--- src/rtl/instr_fetch_unit.sv ---
// instr_fetch_unit: PC owner and ROM fetch initiator with prefetch FIFO and valid/ready handoff to decode; optional halt-on-STOP_WORD via `FETCH_HALT_EN
// Ports: clk, reset (sync active-high), rom_address/rom_enable/rom_data (combinational ROM),
//        if_valid/if_ready/if_instr/if_pc (decode handshake), redirect_valid/redirect_target (execute),
//        halted (stopped on STOP_WORD, only with FETCH_HALT_EN defined, else constant 0)
module instr_fetch_unit #(
  parameter logic [31:0] RESET_PC = 32'h0000_0000,
  parameter int FIFO_DEPTH = 2,
  parameter logic [31:0] STOP_WORD = 32'h7FFF_FFFF
) (
  input  logic        clk,
  input  logic        reset,
  output logic [31:0] rom_address,
  output logic        rom_enable,
  input  logic [31:0] rom_data,
  output logic        if_valid,
  input  logic        if_ready,
  output logic [31:0] if_instr,
  output logic [31:0] if_pc,
  input  logic        redirect_valid,
  input  logic [31:0] redirect_target,
  output logic        halted
);
  localparam int AW = $clog2(FIFO_DEPTH);
`ifdef FETCH_HALT_EN
  localparam bit HALT_EN = 1'b1;
`else
  localparam bit HALT_EN = 1'b0;
`endif
  typedef enum logic {FETCH, HALT} state_t;
  state_t state;
  logic [31:0] pc;
  logic [AW:0] wr_ptr, rd_ptr, count;
  logic [63:0] mem [FIFO_DEPTH];
  logic full, pop, stop, push;
  always_comb begin
    count = wr_ptr - rd_ptr;
    // depth is a power of two, so the count MSB alone marks full
    full = count[AW];
    if_valid = wr_ptr != rd_ptr;
    pop = if_valid && if_ready;
    // a same-cycle pop frees the slot this fetch will fill
    rom_enable = state == FETCH && !reset && !redirect_valid && (!full || pop);
    rom_address = pc;
    stop = HALT_EN && rom_enable && rom_data == STOP_WORD;
    push = rom_enable && !stop;
    {if_pc, if_instr} = mem[rd_ptr[AW-1:0]];
    halted = HALT_EN && state == HALT;
  end
  always_ff @(posedge clk) begin
    if (reset) begin
      pc <= RESET_PC;
      wr_ptr <= '0;
      rd_ptr <= '0;
      state <= FETCH;
    end else if (redirect_valid) begin
      pc <= redirect_target & ~32'd3;
      wr_ptr <= '0;
      rd_ptr <= '0;
      state <= FETCH;
    end else begin
      if (push) begin
        mem[wr_ptr[AW-1:0]] <= {pc, rom_data};
        wr_ptr <= wr_ptr + 1'b1;
        pc <= pc + 32'd4;
      end
      if (stop) state <= HALT;
      if (pop) rd_ptr <= rd_ptr + 1'b1;
    end
  end
endmodule
--- config.mk ---
export PLATFORM = sky130hd
export DESIGN_NAME = instr_fetch_unit
export DESIGN_NICKNAME = d
export VERILOG_FILES = /design/src/rtl/instr_fetch_unit.sv
export SDC_FILE = /design/constraint.sdc
export NUM_CORES = 1
export LEC_CHECK = 0
export BUFFER_PORTS_ARGS = -buffer_cell sky130_fd_sc_hd__buf_2
export CAP_MARGIN = 20
export CORE_UTILIZATION = 49
export CTS_BUF_LIST = sky130_fd_sc_hd__clkbuf_4 sky130_fd_sc_hd__clkbuf_8
export DETAILED_ROUTE_END_ITERATION = 10
export PLACE_DENSITY = 0.74
export SYNTH_ARGS = -nofsm -noshare
export SYNTH_HDL_FRONTEND = slang
export SYNTH_SLANG_ARGS = --single-unit
--- constraint.sdc ---
create_clock -name clk -period 6.1 [get_ports clk]
set_input_delay 1.22 -clock clk [delete_from_list [all_inputs] [get_ports clk]]
set_output_delay 1.22 -clock clk [all_outputs]
set_load 0.02 [all_outputs]
* Word level (Yosys, flattened, before mapping)
Memories as Yosys holds them, arrays and structs flattened. A register that Yosys moved wholly into a read port is not among the register bits.
Cells that the tools add are included.
** Storage, ports and cells
- Register bits after elaboration :: 36
- Memory bits (writable) :: 128
- Input port bits :: 68
- Output and inout port bits :: 99
- Memories :: 1
** Memory list
- mem :: words 2, bits a word 64, rd ports 1, clocked after Yosys merged registers in 1, wr ports 1, line 33 : logic [63:0] mem [FIFO_DEPTH];
** Operators by class
- $add $sub $neg :: 4
- Equal/unequal tests :: 1
- Mux-type cells :: 8
- Reductions and logical operators :: 9
** Operators by type and width (number)
- 32-bit 2-to-1 mux :: 2
- 32-bit by 3-bit adder with 32-bit output (second input constant) :: 1
- 1-bit 2-to-1 mux :: 6
- 2-bit by 1-bit adder with 2-bit output (second input constant) :: 2
- 1-bit logical AND :: 3
- 1-bit zero test :: 3
- 2-bit inequality test :: 1
- 2-bit nonzero test :: 1
- 2-bit OR reduction :: 1
- 2-bit subtractor :: 1
- 1-bit logical OR :: 1

* Logic depth before layout (Yosys ltp)
Gate-level depths: netlist (run 1).
- Depth in word-level cells :: 8
- Gate-level depth with buffers :: 9
- Gate-level depth less buffers :: 7

* Worst setup path before layout (run 1)
No wires, ideal clock.
- Path type :: input -> register
- Start point :: input port redirect_valid
- End point :: memory mem[0][0] (enable)
- Library setup time :: 0.558 ns
- Data arrival time :: 5.964 ns
- Data required time :: 5.542 ns
- Slack :: -0.422 ns
- Stages :: 3
- Path buffers :: 1
- Path through :: or2_2 -> buf_1 -> nor3_1
** Between the ends
- Word-level cells in the longest chain between the ends :: 7
** RTL lines
- start, declared :: line 19 : input logic redirect_valid,
- 1-bit zero test :: line 42 : rom_enable = state == FETCH && !reset && !redirect_valid && (!full || pop);
- 1-bit logical AND (2 in a row) :: line 42
- 1-bit 2-to-1 mux :: line 61 : if (push) begin
- 1-bit 2-to-1 mux (*) :: line 55 : end else if (redirect_valid) begin
- 1-bit 2-to-1 mux (*) :: line 50 : if (reset) begin
- 1-bit 2-to-1 mux (implied by the code) (*) :: line 62 : mem[wr_ptr[AW-1:0]] <= {pc, rom_data};
- end, declared :: line 33
Every way passes the cells marked *; elsewhere a longest branch is shown, timed or not.

* Worst setup path in the final report (run 1)
- Start point :: input port if_ready
- End point :: output port rom_enable
** Between the ends
- Word-level cells in the longest chain between the ends :: 3
** RTL lines
- start, declared :: line 16 : input logic if_ready,
- 1-bit logical AND :: line 40 : pop = if_valid && if_ready;
- 1-bit logical OR :: line 42
- 1-bit logical AND :: line 42
- end, declared :: line 13 : output logic rom_enable,
Every way passes these cells.

==> results of run 1 <==
cell type report:
type | count | area, µm²
tap | 172 | 215
fill | 1017 | 4870
inverter | 10 | 37.5
multi-input combinational | 257 | 1920
timing repair buffer | 165 | 873
sequential | 159 | 4430
clock inverter | 11 | 164
clock buffer | 21 | 270
metrics by stage:
step / power (mW) / instances / hold slack (ns) / util (%) / worst slack (ns)
2_1_floorplan: 1.42 / 454 / 0.500 / - / -0.422
3_5_place_dp: 1.51 / 761 / 0.520 / 58.3 / 2.16
4_1_cts: 2.34 / 793 / 0.527 / 61.7 / 2.43
3_3_place_gp: 1.50 / 761 / 0.498 / 58.3 / 2.31
6_report: 2.32 / 795 / 0.525 / 61.9 / 2.44
5_1_grt: 2.40 / 795 / 0.553 / 61.9 / 2.37
layout by cell type (no fill, tap or decap), types with 10 or more instances in the layout:
master / Yosys / layout
nor2_1: 33 / 33
a311oi_1: 14 / 14
a211oi_1: 13 / 13
clkbuf_8: 0 / 18
mux2_2: 62 / 62
nand2_1: 13 / 13
dfxtp_1: 35 / 34
edfxtp_1: 124 / 124
nand3_1: 17 / 17
buf_2: 0 / 159
inv_1: 10 / 10
cells by family (layout without fill, tap and decap cells):
kind of cell	Yosys count	count (layout)	synth area share, %
adder cells (fa/ha/maj)	2	2	0.385
AO/OA/AOI/OAI	59	59	6.80
other	1	5	0.0577
flip-flops	159	159	68.1
XOR/XNOR	12	12	1.62
multiplexers	62	62	10.8
AND/OR/NAND/NOR	117	117	9.54
buffers and inverters	38	207	2.72
path summary, 6_finish.rpt:
kind	from	to	depth (start not counted)
max reg2reg	rom_address[9]	rom_address[23]	4
min	rom_address[31]	mem[1][63]	0
max	if_ready	rom_enable	6
min reg2reg	rom_address[31]	mem[1][63]	0
power groups by stage:
stage	Clock (mW)	Sequential (mW)	Combinational, mW
global route	0.889	1.26	0.251
CTS	0.851	1.25	0.230
finish	0.833	1.25	0.230
floorplan	0	1.29	0.131
detailed placement	0	1.28	0.229
global placement	0	1.27	0.224
registers in the layout, summed over array words and instances (netlist names), named ones only:
| name | flops |
|---|---|
| mem | 124 |
| rd_ptr | 2 |
| rom_address | 30 |
| wr_ptr | 2 |
routing by layer:
layer | track usage [%] | share of wire, % | vias up
met1 | 25.7 | 42 | 2114
met3 | 5.97 | 7.1 | 26
met4 | 9.96 | 2.1 | 0
li1 | - | - | 2052
met5 | 0 | 0 | -
met2 | 35.6 | 49 | 151
==> impl_metrics.toml, run 1 <==
[power]
ir_worst_vdd_v = 0.000152
p_per_area_nw_per_um2 = 293
p_seq_share_pct = 54.1
power_frac_comb_pct = 9.9
leakagePower_nw = 2.96
power.internal_mw = 1.78
power_switching_mw = 0.542
p_clk_share_pct = 36.0
switching_share_pct = 23.4

[synth]
synthCells = 450
yosysMostFrequentCell = "edfxtp_1"
synth_seq_cells = 159
ys_seq_area_share_pct = 68.1
ys_top_cells_by_count = "edfxtp_1, mux2_2, dfxtp_1, nor2_1, clkbuf_1"
ys_types = 43
synth_top_area_cell = "edfxtp_1"
synth_ff_type = "edfxtp_1"
synth.top_cell.area_share_pct = 57.3
synth_area_leaders = "edfxtp_1, dfxtp_1, mux2_2"
async_reset_ff_share_pct = 0
synth_edf_count = 124
ys_warn_count = 0
avgSynthCellArea_um2 = 14.4
synth_area_um2 = 6490

[sta]
clock_skew_ns = 0.0124
finalHoldViolations = 0
max_freq_mhz = 273
drv_slew = 0
rsz0062_at_grt = "false"
setup_tns_ns = 0
finalCritPeriodShare_pct = 60.1
tightest_slew_ns = 0.961
fin_crit_ns = 3.66
setup_viol = 0
relSlewSlack_pct = 35.4

[floorplanning]
die_area_um2 = 13700
die_h_um = 117
fp.dieW_um = 117
io_pins = 167
num_rows = 41
initial_core_util_pct = 50.8
fp.coreArea_um2 = 12800

[layout]
drive_gt1_share_pct = 42.9
syn_to_final_growth_pct = 21.7
nets = 680
fin_area_um2 = 7900
antenna_cells = 0

[grt]
grtUsageTotal_pct = 21.3
grt_pass1_vias = 4325
grt_max_degree = 53
grt_overflow_total = 0
antenna_found_initial = 0
grt_pass1_wl_um = 21600

[critical_path]
worst_setup_path_end_kind = "output pin"
arrival_ns = 2.44
r2r_slack_ns = 3.17
cp_top_family = "simple AND/OR/NAND/NOR gates"
critPathRequiredTime_ns = 4.88
slowest_stage = "or2_2"
path_class = "in2out"
worst_setup_path_start_kind = "input port"
cp_cell_sequence = "buf_2 -> or2_2 -> or2_2 -> nand2_1 -> nor2_1 -> buf_2"
cpPeakStageDelay_ns = 0.31
critPathMaxFanout = 6
critPathBufInv = 2

[clocking]
cts_htree_levels = 4
cts_resized = 0
cts.sinks = 159
clock_latency_ns = 0.44
cts_setup_buffers = 0
ctsRootBufferMaster = "clkbuf_8"
cts_buffers = 17
clk_pin_slew_ns = 0.08
hold_buffers = 0
cts_tree = "yes"
clockBufferDepth = 2

[placed_design]
dp_hpwl_um = 9090
port_buffers = 159
gp_congestion = 0.797
placed_area_um2 = 7450

[route]
drtPass1Iterations = 4
ant_nets = 0
routedWlPerCell_um = 17.4
drtIter0Drc = 357
via_per_inst = 5.46
drc = 0
wirelength_um = 13900
vias = 4343

[run]
max-cap-violations = 0

[hold_path]
min_path_type = "reg2reg"

[run_status]
status = "finished clean"
Note: power is estimated with default switching activity, not from simulation.
==> run 2, diff against run 1 <==
--- a/config.mk
+++ b/config.mk
@@ -5,9 +5,10 @@
 export SDC_FILE = /design/constraint.sdc
 export NUM_CORES = 1
 export LEC_CHECK = 0
+export ABC_AREA = 1
 export BUFFER_PORTS_ARGS = -buffer_cell sky130_fd_sc_hd__buf_2
 export CAP_MARGIN = 20
-export CORE_UTILIZATION = 49
+export CORE_UTILIZATION = 50
 export CTS_BUF_LIST = sky130_fd_sc_hd__clkbuf_4 sky130_fd_sc_hd__clkbuf_8
 export DETAILED_ROUTE_END_ITERATION = 10
 export PLACE_DENSITY = 0.74
==> constraint.sdc (replaced) <==
create_clock -name clk -period 3.3 [get_ports clk]
set_input_delay 0.66 -clock clk [delete_from_list [all_inputs] [get_ports clk]]
set_output_delay 0.66 -clock clk [all_outputs]
set_load 0.02 [all_outputs]
==> run 2 against run 1 <==
Against the previous run:
- combinational power up 84%
- power up 79%
- global-route usage up 0.064 points
- worst setup slack worse by 1.8 ns
- worst hold slack worse by 0.11 ns
- clock-buffer cell count down 4
- non-clock buffer count down 1
- clock power up 70%
- critical path type is now reg2out
==> impl_metrics.toml, run 2 <==
[route]
routedWlPerCell_um = 15.3
drtIter0Drc = 532
drtPass1Iterations = 5
via_per_inst = 5.13
wirelength_um = 14800
vias = 4978
drc = 0
ant_nets = 0

[clocking]
hold_buffers = 0
cts_tree = "yes"
clk_pin_slew_ns = 0.09
clockBufferDepth = 2
cts.sinks = 159
cts_resized = 0
cts_htree_levels = 4
cts_setup_buffers = 0
ctsRootBufferMaster = "clkbuf_8"
clock_latency_ns = 0.44
cts_buffers = 17

[power]
ir_worst_vdd_v = 0.000215
finalPower_mw = 4.16
p_per_area_nw_per_um2 = 499
leakagePower_nw = 3.22

[sta]
clock_skew_ns = 0.0146
fin_crit_ns = 2.67
finalHoldViolations = 0
drv_slew = 0
rsz0062_at_grt = "false"
whs_ns = 0.412
max_freq_mhz = 375
setup_tns_ns = 0
relSlewSlack_pct = 63.7
setup_viol = 0
finalCritPeriodShare_pct = 80.8
tightest_slew_ns = 0.545

[critical_path]
cp_num_cells = 3
reg2reg_depth = 11
cp_cell_sequence = "buf_12 -> mux2_2 -> buf_2"
path_class = "reg2out"
worst_setup_path_start_kind = "flip-flop"
worst_setup_path_end_kind = "output pin"
r2r_slack_ns = 1.12
setup.worst_path.end = "if_instr[18]"
slowest_stage = "dfxtp_2"
critPathRequiredTime_ns = 2.64
critPathMaxFanout = 41
critPathBufInv = 2
reg2reg_from = "wr_ptr[0]"
cp_top_family = "flip-flops"
reg2reg_to = "rom_address[31]"
arrival_ns = 2.01
cpPeakStageDelay_ns = 0.68

[synth]
synth.top_cell.area_share_pct = 53.3
yosysMostFrequentCell = "nand2_1"
synth_top_area_cell = "edfxtp_1"
ys_top_cells_by_count = "nand2_1, edfxtp_1, mux2_2, nor2_1, inv_1"
synth_seq_cells = 159
avgSynthCellArea_um2 = 11.3
synthCells = 619
synth_area_leaders = "edfxtp_1, dfxtp_1, mux2_2"
ys_warn_count = 0
synth_edf_count = 124
synth_area_um2 = 6980
synth_ff_type = "edfxtp_1"
ys_types = 32
ys_seq_area_share_pct = 63.4
async_reset_ff_share_pct = 0

[floorplanning]
io_pins = 167
die_area_um2 = 14400
die_h_um = 120
fp.dieW_um = 120
fp.coreArea_um2 = 13500
initial_core_util_pct = 51.9
num_rows = 42

[grt]
grtUsageTotal_pct = 21.4
grt_pass1_wl_um = 23800
grt_overflow_total = 0
grt_pass1_vias = 4873
grt_max_degree = 63
antenna_found_initial = 0

[run]
max-cap-violations = 0

[layout]
syn_to_final_growth_pct = 19.3
antenna_cells = 0
final_cell_mix = "buf_2, nand2_1, edfxtp_1"
utilization_pct = 61.9
fill_cells = 1149
final_common_cell = "buf_2"
drive_gt1_share_pct = 35.4
largest_reg_flops = 124
fin_area_um2 = 8330
nets = 851

[hold_path]
min_from = "rom_data[19]"
min_path_type = "in2reg"

[run_status]
status = "finished clean"

[placed_design]
dp_hpwl_um = 9950
gp_congestion = 0.904
port_buffers = 159
placed_area_um2 = 7940
## run 2: per-layer routing
layer  part of all wire [%]  vias up  global-route usage, %
met1                     43     2376                   28.2
met3                    6.1        8                   5.04
li1                       -     2434                      -
met4                   0.77        0                   6.80
met5                      0        -                      0
met2                     50      160                   34.9
## run 2: report_power, final
part	total [mW]	switching (mW)	leakage, nW	internal (mW)
logic	0.423	0.263	1.59	0.159
registers	2.31	0.0716	1.44	2.24
clock network	1.42	0.738	0.192	0.682
## run 2: how the worst min path moves through the flow
| stage | to | slack, ns | depth (start not counted) |
|---|---|---|---|
| finish | mem[1][19] | 0.41 | 1 |
| global route | mem[0][21] | 0.37 | 1 |
| CTS | mem[0][30] | 0.38 | 1 |
| detailed placement | wr_ptr[0] | 0.48 | 2 |
| global placement | wr_ptr[0] | 0.47 | 2 |
| floorplan | wr_ptr[1] | 0.45 | 2 |
## run 2: worst reg2reg max path, stage by stage, from the launching register on
cell and delay, ns:
dfxtp_1 0.36, inv_1 0.10, ha_1 0.24, inv_1 0.07, nand3_1 0.07, nand2_1 0.09
nand2_2 0.08, nand2_4 0.20, nand2_4 0.22, inv_2 0.39, nand2_1 0.11, a21oi_1 0.18
## run 2: per-stage QoR
stage,instances,setup slack (ns)
finish,970,0.633
global route,970,0.499
CTS,970,0.576
detailed placement,938,0.899
global placement,938,0.964
floorplan,623,0.103
## run 2: cell type report
type | count | area (µm²) | area share, %
clock buffers | 17 | 234 | 2.81
clock inverters | 15 | 158 | 1.89
inverters | 48 | 180 | 2.16
multi-input cells | 391 | 2250 | 27.1
flip-flops and latches | 159 | 4430 | 53.1
well taps | 176 | 220 | 2.64
repair buffers | 164 | 858 | 10.3
## run 2: cell families after synthesis
logic type	share of synthesized area [%]
muxes	10.6
AOI/OAI and AO/OA	4.88
DFF	63.4
other	0.0537
buffers and inverters	4.66
xor gates and xnor gates	0.878
adders and majority gates	0.358
and+or+nand+nor	15.2
